### config.mk
export PLATFORM = sky130hd
export DESIGN_NAME = dmem_block_fetch
export DESIGN_NICKNAME = d
export VERILOG_FILES = /design/src/rtl/dmem_block_fetch_pkg.sv /design/src/rtl/dmem_block_fetch.sv
export SDC_FILE = /design/constraint.sdc
export NUM_CORES = 1
export LEC_CHECK = 0
export ABC_AREA = 1
export CAP_MARGIN = 20
export CELL_PAD_IN_SITES_DETAIL_PLACEMENT = 1
export CELL_PAD_IN_SITES_GLOBAL_PLACEMENT = 1
export CORE_UTILIZATION = 34
export DETAILED_ROUTE_END_ITERATION = 10
export PLACE_DENSITY_LB_ADDON = 0.1
export SETUP_SLACK_MARGIN = 0.5
export SYNTH_ARGS = -nofsm -noshare
export SYNTH_HDL_FRONTEND = slang
export SYNTH_SLANG_ARGS = --single-unit
### constraint.sdc
create_clock -name clk -period 2.5 [get_ports clk]
set_input_delay 0.25 -clock clk [delete_from_list [all_inputs] [get_ports clk]]
set_output_delay 0.25 -clock clk [all_outputs]
set_load 0.05 [all_outputs]
### src/rtl/dmem_block_fetch_pkg.sv
// Shared crypto datapath package.
// Holds the fetch FSM states and the block width.
package dmem_block_fetch_pkg;

  localparam int BLOCK_W = 128;

  typedef enum logic [1:0] {
    IDLE,
    REQ,
    HOLD,
    ERR
  } fetch_state_t;

endpackage

### src/rtl/dmem_block_fetch.sv
// DMEM block fetch controller.
// Reads blocks on data_ready rising edges and hands them to the core.
module dmem_block_fetch
  import dmem_block_fetch_pkg::*;
#(
  parameter int DATA_W  = BLOCK_W,
  parameter int CNT_W   = 8,
  parameter int TIMEOUT = 64
) (
  input  logic              clk,
  input  logic              rst_n,
  input  logic              start,
  input  logic [CNT_W-1:0]  num_blocks,
  output logic              dmem_read_enable,
  input  logic [DATA_W-1:0] dmem_read_data,
  input  logic              dmem_data_ready,
  output logic [DATA_W-1:0] blk_data,
  output logic              blk_valid,
  input  logic              blk_ready,
  output logic [CNT_W-1:0]  blk_count,
  output logic              busy,
  output logic              done,
  output logic              timeout_err
);

  localparam int WC_W = $clog2(TIMEOUT);
  localparam logic [WC_W-1:0] WC_LAST = WC_W'(TIMEOUT - 1);

  fetch_state_t      state_q, state_d;
  logic              ready_q;
  logic [WC_W-1:0]   wcnt_q, wcnt_d;
  logic              rd_en_q, rd_en_d;
  logic [DATA_W-1:0] data_q, data_d;
  logic              valid_q, valid_d;
  logic [CNT_W-1:0]  count_q, count_d;
  logic [CNT_W-1:0]  nblk_q, nblk_d;
  logic              done_q, done_d;
  logic              err_q, err_d;
  logic              rise;
  logic              last_blk;

  assign rise     = dmem_data_ready & ~ready_q;
  assign last_blk = (count_q + CNT_W'(1)) == nblk_q;

  always_ff @(posedge clk or negedge rst_n) begin
    if (!rst_n) begin
      state_q <= IDLE;
      ready_q <= 1'b0;
      wcnt_q  <= '0;
      rd_en_q <= 1'b0;
      data_q  <= '0;
      valid_q <= 1'b0;
      count_q <= '0;
      nblk_q  <= '0;
      done_q  <= 1'b0;
      err_q   <= 1'b0;
    end else begin
      state_q <= state_d;
      ready_q <= dmem_data_ready;
      wcnt_q  <= wcnt_d;
      rd_en_q <= rd_en_d;
      data_q  <= data_d;
      valid_q <= valid_d;
      count_q <= count_d;
      nblk_q  <= nblk_d;
      done_q  <= done_d;
      err_q   <= err_d;
    end
  end

  always_comb begin
    state_d = state_q;
    wcnt_d  = '0;
    rd_en_d = 1'b0;
    data_d  = data_q;
    valid_d = valid_q;
    count_d = count_q;
    nblk_d  = nblk_q;
    done_d  = 1'b0;
    err_d   = err_q;
    unique case (state_q)
      IDLE, ERR: begin
        if (start) begin
          err_d = 1'b0;
          if (num_blocks == '0) begin
            done_d  = 1'b1;
            state_d = IDLE;
          end else begin
            nblk_d  = num_blocks;
            count_d = '0;
            rd_en_d = 1'b1;
            state_d = REQ;
          end
        end
      end
      REQ: begin
        rd_en_d = 1'b1;
        wcnt_d  = wcnt_q + WC_W'(1);
        if (rise) begin
          data_d  = dmem_read_data;
          valid_d = 1'b1;
          rd_en_d = 1'b0;
          wcnt_d  = '0;
          state_d = HOLD;
        end else if (wcnt_q == WC_LAST) begin
          rd_en_d = 1'b0;
          wcnt_d  = '0;
          err_d   = 1'b1;
          state_d = ERR;
        end
      end
      HOLD: begin
        if (valid_q && blk_ready) begin
          // data is zeroed once consumed so ERR/IDLE present no stale block
          valid_d = 1'b0;
          data_d  = '0;
          count_d = count_q + CNT_W'(1);
          if (last_blk) begin
            done_d  = 1'b1;
            state_d = IDLE;
          end else begin
            rd_en_d = 1'b1;
            state_d = REQ;
          end
        end
      end
      default: state_d = IDLE;
    endcase
  end

  assign dmem_read_enable = rd_en_q;
  assign blk_data         = data_q;
  assign blk_valid        = valid_q;
  assign blk_count        = count_q;
  assign busy             = (state_q == REQ) | (state_q == HOLD);
  assign done             = done_q;
  assign timeout_err      = err_q;

endmodule

==> results.py, run 1 <==
metrics = {
    "cells_and_area": {
        "final_util": 0.554,
        "areaGrowthSynthToFinish_pct": 59.1,
        "final_cell_mix": "clkdlybuf4s50_1, dfrtp_1, a32o_1",
        "n_fill_cell": 1815,
        "final_common_cell": "clkdlybuf4s50_1",
        "drive_gt1_frac": 0.0821,
        "design.final.nets": 924,
        "stdcell_area_um2": 9980,
    },
    "worst_hold_path": {
        "hp-class": "input port to register",
        "holdCritStartpoint": "dmem_data_ready",
        "whs_endpoint": "ready_q",
        "holdPathStages": 1,
    },
    "pwr": {
        "p_leak_uw": 0.00418,
        "powerDensity_nw_per_um2": 1280,
        "ir_drop_mv": 0.832,
    },
    "global_routing": {
        "grt_use_total": 0.218,
        "first_global_vias": 5837,
        "antenna_found_initial": 0,
        "grt_max_degree": 129,
        "grt_overflow": 0,
        "grt_pass1_wl_um": 30900,
    },
    "worst_setup_path": {
        "rr_worst_depth": 8,
        "crit_chain": "clkdlybuf4s50_1",
        "max_stage_delay_ps": 840,
        "worst-path-max-fanout": 5,
        "cp.arrival_ps": 1700,
        "cp_slowest_cell": "clkdlybuf4s50_1",
        "crit_buf_inv": 1,
        "path_delay_family": "buffers and inverters",
        "r2r-end": "blk_data[91]",
        "cp-start-kind": "register",
        "cp-end-kind": "primary output",
        "worst-setup-path-type": "register to primary output",
        "r2r_slack_ps": 630,
        "r2r-start": "state_q[1]",
        "crit_required_ps": 2250,
    },
    "sta": {
        "fin_ws_ps": 551,
        "slew_viol_final": 0,
        "rsz0062_at_grt": "true",
        "setup_tns_ps": 0,
        "skew_ps": 9.14,
        "hold_viol_final": 0,
        "setup_viol": 0,
        "period_needed_ps": 1950,
        "max_freq_mhz": 513,
        "finalCritPeriodShare": 0.780,
        "tightest_slew_ps": 667,
        "slew_headroom": 0.555,
    },
    "clock_tree": {
        "clkSlewWorstSetupHoldPaths_ps": 70,
        "cts_buffers": 17,
        "insertion_delay_ps": 430,
        "cts.sinks": 157,
        "cts_tree": "built",
        "cts-root-buf": "clkbuf_16",
        "cts_buffer_depth": 2,
        "cts_max_level": 4,
    },
    "place": {
        "io_buffer_count": 281,
        "place_area_um2": 9330,
        "dp_hpwl_um": 14100,
        "pre_cts_ws_ps": 238,
        "gp_congestion": 0.765,
    },
    "die": {
        "pin_count": 282,
        "die_h_um": 138,
        "die-width_um": 138,
        "start_util": 0.348,
        "die_area_um2": 19000,
        "coreArea_um2": 18000,
        "rows": 49,
    },
    "logic_synthesis": {
        "syn_area_um2": 6270,
        "yosys.area.top_type": "dfrtp_1",
        "synth_nets": 656,
        "ys_warn_count": 0,
        "synth_top_area_frac": 0.626,
        "synth.area.top_cells": "dfrtp_1, a32o_1, nand2_1, inv_1, nand3_1",
        "syn_avg_cell_area_um2": 12.3,
        "synth.yosys.seq_area_share": 0.626,
        "synthDistinctLibCells": 30,
        "ys_ff_latch": 157,
        "syn_inst": 511,
    },
    "drt": {
        "routedWlPerCell_um": 20.4,
        "viasPerCell": 5.38,
        "drt-total-wl_um": 20900,
        "ant_nets": 0,
        "drt_iter0_drc": 325,
        "via_count": 5503,
        "dr.pass1.iters": 5,
        "drc": 0,
    },
    "outcome": {
        "status": "complete, no violations",
    },
    "flow_run": {
        "maxCapViolCount": 0,
    },
}
## sequential cells by signal, summed over array words and instances, names as in the netlist
register,count
wcnt_q,6
done,1
ready_q,1
state_q,2
blk_valid,1
timeout_err,1
dmem_read_enable,1
blk_count,8
nblk_q,8
blk_data,128
## timing repair
action / 4_1_cts / 5_1_grt
resized for setup: 8 / 10
hold endpoints to repair: 54 / 0
cloned: 0 / 1
hold buffers: 1 / 0
setup buffers: 0 / 3
setup endpoints to repair: 9 / 74
## layer usage
metal / wire length [um] / up-vias / global-route usage
met5: 0 / - / 0
met4: 616 / 0 / 0.0996
met3: 1590 / 38 / 0.0769
met2: 11000 / 187 / 0.383
met1: 7620 / 2805 / 0.235
li1: - / 2473 / -
## where the power goes
part / switching [uW] / total [uW] / internal, uW
logic: 4320 / 6550 / 2230
clock network: 1090 / 2590 / 1490
registers: 405 / 3670 / 3260
total: 5820 / 12800 / 6980
## logic make-up after synthesis
logic type                 after synthesis  share of synthesized area
adders and majority gates                4                    0.00798
DFF                                    157                      0.626
AOI/OAI and AO/OA                      155                      0.228
xor gates and xnor gates                 3                    0.00419
and+or+nand+nor                        111                     0.0776
buffers and inverters                   78                     0.0509
muxes                                    3                    0.00519
## area by class of cell
class | instances | area [um^2] | area share
Antenna cell | 1 | 2.50 | 0.000251
Clock buffer | 18 | 429 | 0.0430
Clock inverter | 14 | 160 | 0.0160
Inverter | 33 | 124 | 0.0124
Multi-Input combinational cell | 276 | 2070 | 0.207
Sequential cell | 157 | 3930 | 0.394
Tap cell | 229 | 287 | 0.0287
Timing Repair Buffer | 294 | 2980 | 0.299
## synthesized netlist by cell type (all sizes together)
cell and instances:
dfrtp 157, a32o 128, nand2 54, inv 33, nor2 28, clkbuf 25, nand3 22, buf 20
a21oi 11, o21ai 10, ha 4, o22ai 4, nand4 3, mux2 2, nor3 2, xor2 2
a31oi 1, and2 1, mux2i 1, nor4 1, o32ai 1, xnor2 1
## per-stage QoR
stage	power, uW	cells	hold WS (ps)
after floorplan	7880	511	-45.6
after global placement	9990	984	260
after detailed placement	10200	984	257
after CTS	12800	1017	297
after global routing	13400	1021	330
final	12800	1022	305
## worst max-delay path by stage
stage | startpoint | to | slack, ps | depth (start not counted)
after floorplan | blk_count[1] | state_q[0] | 540 | 12
after global placement | num_blocks[5] | nblk_q[0] | 430 | 7
after detailed placement | num_blocks[5] | nblk_q[4] | 240 | 9
after CTS | state_q[1] | blk_valid | 510 | 8
after global routing | state_q[1] | blk_data[91] | 460 | 8
final | blk_count[6] | blk_count[6] | 550 | 1
No activity file was read; power rests on OpenSTA's default activity.
==> inputs of run 2 (changes only) <==
- CORE_UTILIZATION: 34 -> 29
- clock period: 2.5 -> 1.6 ns (I/O delays scaled with it)
==> run 2 against run 1 <==
Compared with the run above: the flow now finishes with violations (negative setup slack); final cell count grew 21%; non-clock buffer count grew 166; flip-flop and latch count unchanged; setup slack worse by 760 ps.
==> results.py, run 2 (synthesis gave the netlist of run 1 again) <==
metrics = {
    "pwr": {
        "intPower_uw": 15500,
        "p_switching_uw": 11500,
        "clockPowerShare": 0.150,
        "p_leak_uw": 0.00572,
        "comb_power_share": 0.628,
        "power_uw": 27000,
        "powerDensity_nw_per_um2": 2140,
        "p_seq_frac": 0.222,
        "switching_share": 0.426,
        "ir_drop_mv": 1.18,
    },
    "worst_setup_path": {
        "r2r_slack_ps": -210,
        "r2r-start": "state_q[0]",
        "cp-start-kind": "register",
        "worst-path-max-fanout": 8,
        "crit_required_ps": 1920,
        "r2r-end": "blk_data[105]",
        "cp.arrival_ps": 2130,
        "cp-end-kind": "register",
        "rr_worst_depth": 10,
        "worst-setup-path-type": "register to register",
    },
    "drt": {
        "ant_nets": 0,
        "drc": 0,
        "routedWlPerCell_um": 22.1,
        "dr.pass1.iters": 4,
        "via_count": 6298,
        "drt-total-wl_um": 27300,
        "drt_iter0_drc": 301,
        "viasPerCell": 5.10,
    },
    "sta": {
        "fin_ws_ps": -214,
        "hold_slack_ps": 102,
        "hold_viol_final": 0,
        "setup_tns_ps": -16310,
        "period_needed_ps": 1810,
        "slew_headroom": 0.735,
        "finalCritPeriodShare": 1.13,
        "tightest_slew_ps": 398,
        "slew_viol_final": 0,
        "setup_viol": 140,
        "skew_ps": 8.05,
        "max_freq_mhz": 551,
        "rsz0062_at_grt": "true",
    },
    "clock_tree": {
        "cts_max_level": 4,
        "cts_buffer_depth": 2,
        "cts_buffers": 17,
        "cts_tree": "built",
        "cts.sinks": 157,
        "cts-root-buf": "clkbuf_16",
        "clkSlewWorstSetupHoldPaths_ps": 70,
        "insertion_delay_ps": 440,
    },
    "cells_and_area": {
        "final_util": 0.598,
        "drive_gt1_frac": 0.461,
        "design.final.nets": 1090,
        "final_common_cell": "buf_6",
        "largest_reg_flops": 128,
        "final_cell_mix": "buf_6, dfrtp_1, clkdlybuf4s50_1",
        "areaGrowthSynthToFinish_pct": 101,
    },
    "die": {
        "start_util": 0.297,
        "coreArea_um2": 21100,
        "die_area_um2": 22200,
        "die_h_um": 149,
        "die-width_um": 149,
        "rows": 53,
        "pin_count": 282,
    },
    "global_routing": {
        "grt_pass1_wl_um": 36300,
        "first_global_vias": 6549,
        "grt_use_total": 0.216,
        "antenna_found_initial": 1,
        "grt_max_degree": 45,
        "grt_overflow": 0,
    },
    "worst_hold_path": {
        "hp-class": "input port to register",
        "holdPathStages": 3,
        "holdCritStartpoint": "num_blocks[6]",
        "whs_endpoint": "nblk_q[6]",
    },
    "place": {
        "gp_congestion": 0.770,
        "dp_hpwl_um": 15400,
        "pre_cts_ws_ps": -483,
        "io_buffer_count": 281,
    },
    "flow_run": {
        "maxCapViolCount": 0,
    },
    "outcome": {
        "status": "complete, but fails checks",
        "failed_checks": "negative setup slack",
    },
}
## run 2: critical path: stages (launching register included)
cell and delay, ps:
dfrtp_2 440, buf_6 130, ha_4 160, inv_4 80, nor2_4 40, inv_2 80, o21ai_4 100, buf_12 170
buf_12 130, buf_16 130, a32o_1 210
## run 2: worst max-delay path by stage
stage | start | to | slack, ps
2_1_floorplan | blk_count[0] | state_q[0] | -130
3_3_place_gp | num_blocks[5] | nblk_q[0] | -420
3_5_place_dp | num_blocks[4] | nblk_q[1] | -480
4_1_cts | state_q[0] | busy | -100
5_1_grt | blk_count[0] | state_q[0] | -290
6_report | state_q[0] | blk_data[105] | -210
## run 2: metrics by stage
step / instances / cell area (um^2)
after detailed placement: 1079 / 9550
after floorplan: 511 / 6510
after global placement: 1079 / 9550
final: 1234 / 12600
after global routing: 1232 / 12600
after CTS: 1157 / 11300
## run 2: layout make-up
type | instances | area, um^2
clock buffers | 18 | 439
diodes | 2 | 5.00
clock inverters | 13 | 131
inverters | 33 | 133
multi-input cells | 276 | 2400
well taps | 275 | 344
repair buffers | 460 | 5210
fillers | 2082 | 8480
flip-flops and latches | 157 | 3940
## run 2: timing repair
action	in CTS	in global routing
hold endpoints to repair	37	0
gates resized for setup	176	118
gates cloned	8	23
hold buffers	1	0
setup endpoints to repair	297	297
pin swaps	20	25
buffers inserted	38	52
## run 2: power groups by stage
stage | Combinational [uW] | Clock [uW] | Sequential [uW]
2_1_floorplan | 4080 | 0 | 9020
3_3_place_gp | 10500 | 0 | 5790
3_5_place_dp | 10700 | 0 | 5840
4_1_cts | 13400 | 4130 | 5870
5_1_grt | 17700 | 4260 | 6110
6_report | 17000 | 4050 | 5990
## run 2: metal layers
| metal | wire (um) | vias to the layer above | global-route usage |
|---|---|---|---|
| li1 | - | 2832 | - |
| met1 | 10200 | 3222 | 0.235 |
| met2 | 14800 | 202 | 0.384 |
| met3 | 1680 | 42 | 0.0706 |
| met4 | 624 | 0 | 0.0913 |
| met5 | 0 | - | 0 |
==> inputs of run 3 (changes only) <==
- CORE_ASPECT_RATIO: unset -> 1.75
==> run 3 against run 2 <==
Compared with the run above: the run still ends with negative setup slack left; hold slack better by 110 ps; non-clock buffer count is 30 lower; setup slack better by 41 ps; clock power is 10% lower; via count is 0.51% lower; register-to-register slack better by 40 ps; power is 8.0% lower; final area is 4.4% lower; utilization is 2.5 points lower; critical path depth stayed put; critical path type unchanged; critical endpoint is now blk_data[9].
==> results.py, run 3 (synthesis gave the netlist of run 1 again) <==
metrics = {
    "drt": {
        "drc": 0,
        "routedWlPerCell_um": 22.5,
        "via_count": 6266,
        "ant_nets": 0,
        "dr.pass1.iters": 4,
        "drt-total-wl_um": 26600,
        "drt_iter0_drc": 239,
        "viasPerCell": 5.30,
    },
    "worst_setup_path": {
        "cp-start-kind": "register",
        "max_stage_delay_ps": 400,
        "crit_required_ps": 1910,
        "worst-setup-path-type": "register to register",
        "cp-end-kind": "register",
        "rr_worst_depth": 10,
        "worst-path-max-fanout": 8,
        "cp.arrival_ps": 2080,
        "crit_chain": "buf_6 > inv_4 > ha_4 > inv_4 > nor2_4 > o21ai_4 > buf_12 > buf_6 > clkbuf_16 > a32o_1",
        "r2r-start": "state_q[1]",
        "r2r-end": "blk_data[9]",
        "r2r_slack_ps": -170,
        "cp_slowest_cell": "dfrtp_1",
    },
    "die": {
        "coreArea_um2": 21000,
        "die-width_um": 113,
        "pin_count": 282,
        "die_area_um2": 22200,
        "die_h_um": 197,
        "rows": 70,
        "start_util": 0.298,
    },
    "sta": {
        "rsz0062_at_grt": "true",
        "slew_headroom": 0.586,
        "fin_ws_ps": -173,
        "slew_viol_final": 0,
        "period_needed_ps": 1770,
        "tightest_slew_ps": 621,
        "max_freq_mhz": 564,
        "skew_ps": 6.34,
        "setup_viol": 147,
        "hold_viol_final": 0,
        "finalCritPeriodShare": 1.11,
    },
    "clock_tree": {
        "cts_buffer_depth": 2,
        "cts_tree": "built",
        "cts_max_level": 4,
        "cts-root-buf": "clkbuf_16",
        "cts_buffers": 17,
        "cts.sinks": 157,
        "insertion_delay_ps": 430,
        "clkSlewWorstSetupHoldPaths_ps": 60,
    },
    "pwr": {
        "p_leak_uw": 0.00548,
        "ir_drop_mv": 1.11,
        "powerDensity_nw_per_um2": 2060,
    },
    "global_routing": {
        "grt_overflow": 0,
        "grt_use_total": 0.225,
        "antenna_found_initial": 4,
        "grt_max_degree": 104,
        "first_global_vias": 6888,
        "grt_pass1_wl_um": 37500,
    },
    "flow_run": {
        "maxCapViolCount": 0,
    },
    "cells_and_area": {
        "design.final.nets": 1060,
        "final_util": 0.573,
        "final_cell_mix": "buf_6, dfrtp_1, clkdlybuf4s50_1",
        "drive_gt1_frac": 0.452,
        "largest_reg_flops": 128,
        "n_fill_cell": 2090,
        "areaGrowthSynthToFinish_pct": 92.0,
        "final_common_cell": "buf_6",
    },
    "place": {
        "pre_cts_ws_ps": -221,
        "io_buffer_count": 281,
        "gp_congestion": 0.769,
        "dp_hpwl_um": 16800,
    },
    "outcome": {
        "status": "complete, but fails checks",
        "failed_checks": "negative setup slack",
    },
    "worst_hold_path": {
        "hp-class": "input port to register",
        "whs_endpoint": "ready_q",
        "holdPathStages": 1,
        "holdCritStartpoint": "dmem_data_ready",
    },
}
[run 3: routing by layer]
metal	track usage	vias up	part of all wire	wire (um)
met4	0.115	0	0.042	1110
met5	0	-	0	0
met2	0.428	230	0.58	15300
li1	-	2759	-	-
met1	0.210	3220	0.32	8580
met3	0.0695	57	0.059	1560
[run 3: how the worst max path moves through the flow]
| stage | from | end | slack, ps | cells past startpoint |
|---|---|---|---|---|
| global placement | blk_count[1] | dmem_read_enable | -160 | 12 |
| global route | blk_count[0] | state_q[0] | -250 | 12 |
| finish | state_q[1] | blk_data[9] | -170 | 10 |
| floorplan | blk_count[0] | state_q[0] | -130 | 12 |
| detailed placement | blk_count[0] | done | -220 | 10 |
| CTS | state_q[1] | busy | -150 | 5 |
[run 3: layout make-up]
cell class	count	area, um^2	share of cell area
diodes	5	12.5	0.00104
clock buffers	27	493	0.0409
clock inverters	2	10.0	0.000831
inverters	33	138	0.0114
multi-input cells	276	2480	0.206
flip-flops and latches	157	3940	0.327
well taps	252	315	0.0262
repair buffers	430	4660	0.387
[run 3: metrics by stage]
step / TNS, ps / cell area (um^2) / hold WS [ps] / power [uW] / std cells
6_report: -15960 / 12000 / 216 / 24800 / 1182
5_1_grt: -24560 / 12000 / 209 / 25900 / 1182
4_1_cts: -15790 / 10800 / 191 / 22300 / 1120
3_5_place_dp: -10720 / 9560 / 171 / 16800 / 1062
3_3_place_gp: -7490 / 9560 / 170 / 16500 / 1062
2_1_floorplan: -261 / 6510 / -136 / 13100 / 511
[run 3: worst max-delay path: cells and delay by family, from the launching register on]
kind	cells	cell delay, ps
AOI/OAI and AO/OA	2	300
adders and majority gates	1	140
buffers and inverters	6	660
DFF	1	400
and+or+nand+nor	1	150
[run 3: where the power goes]
group	switching, uW	internal (uW)	total, uW	leakage, uW
registers	872	5110	5980	0.00206
logic	8350	6860	15200	0.00317
clock network	1560	2080	3640	0.000247
[run 3: what timing repair did]
action / 4_1_cts / 5_1_grt
hold endpoints to repair: 157 / 0
resized for setup: 109 / 192
buffers inserted: 24 / 51
pin swaps: 27 / 26
cloned: 4 / 6
hold buffers: 1 / 0
setup endpoints to repair: 297 / 297
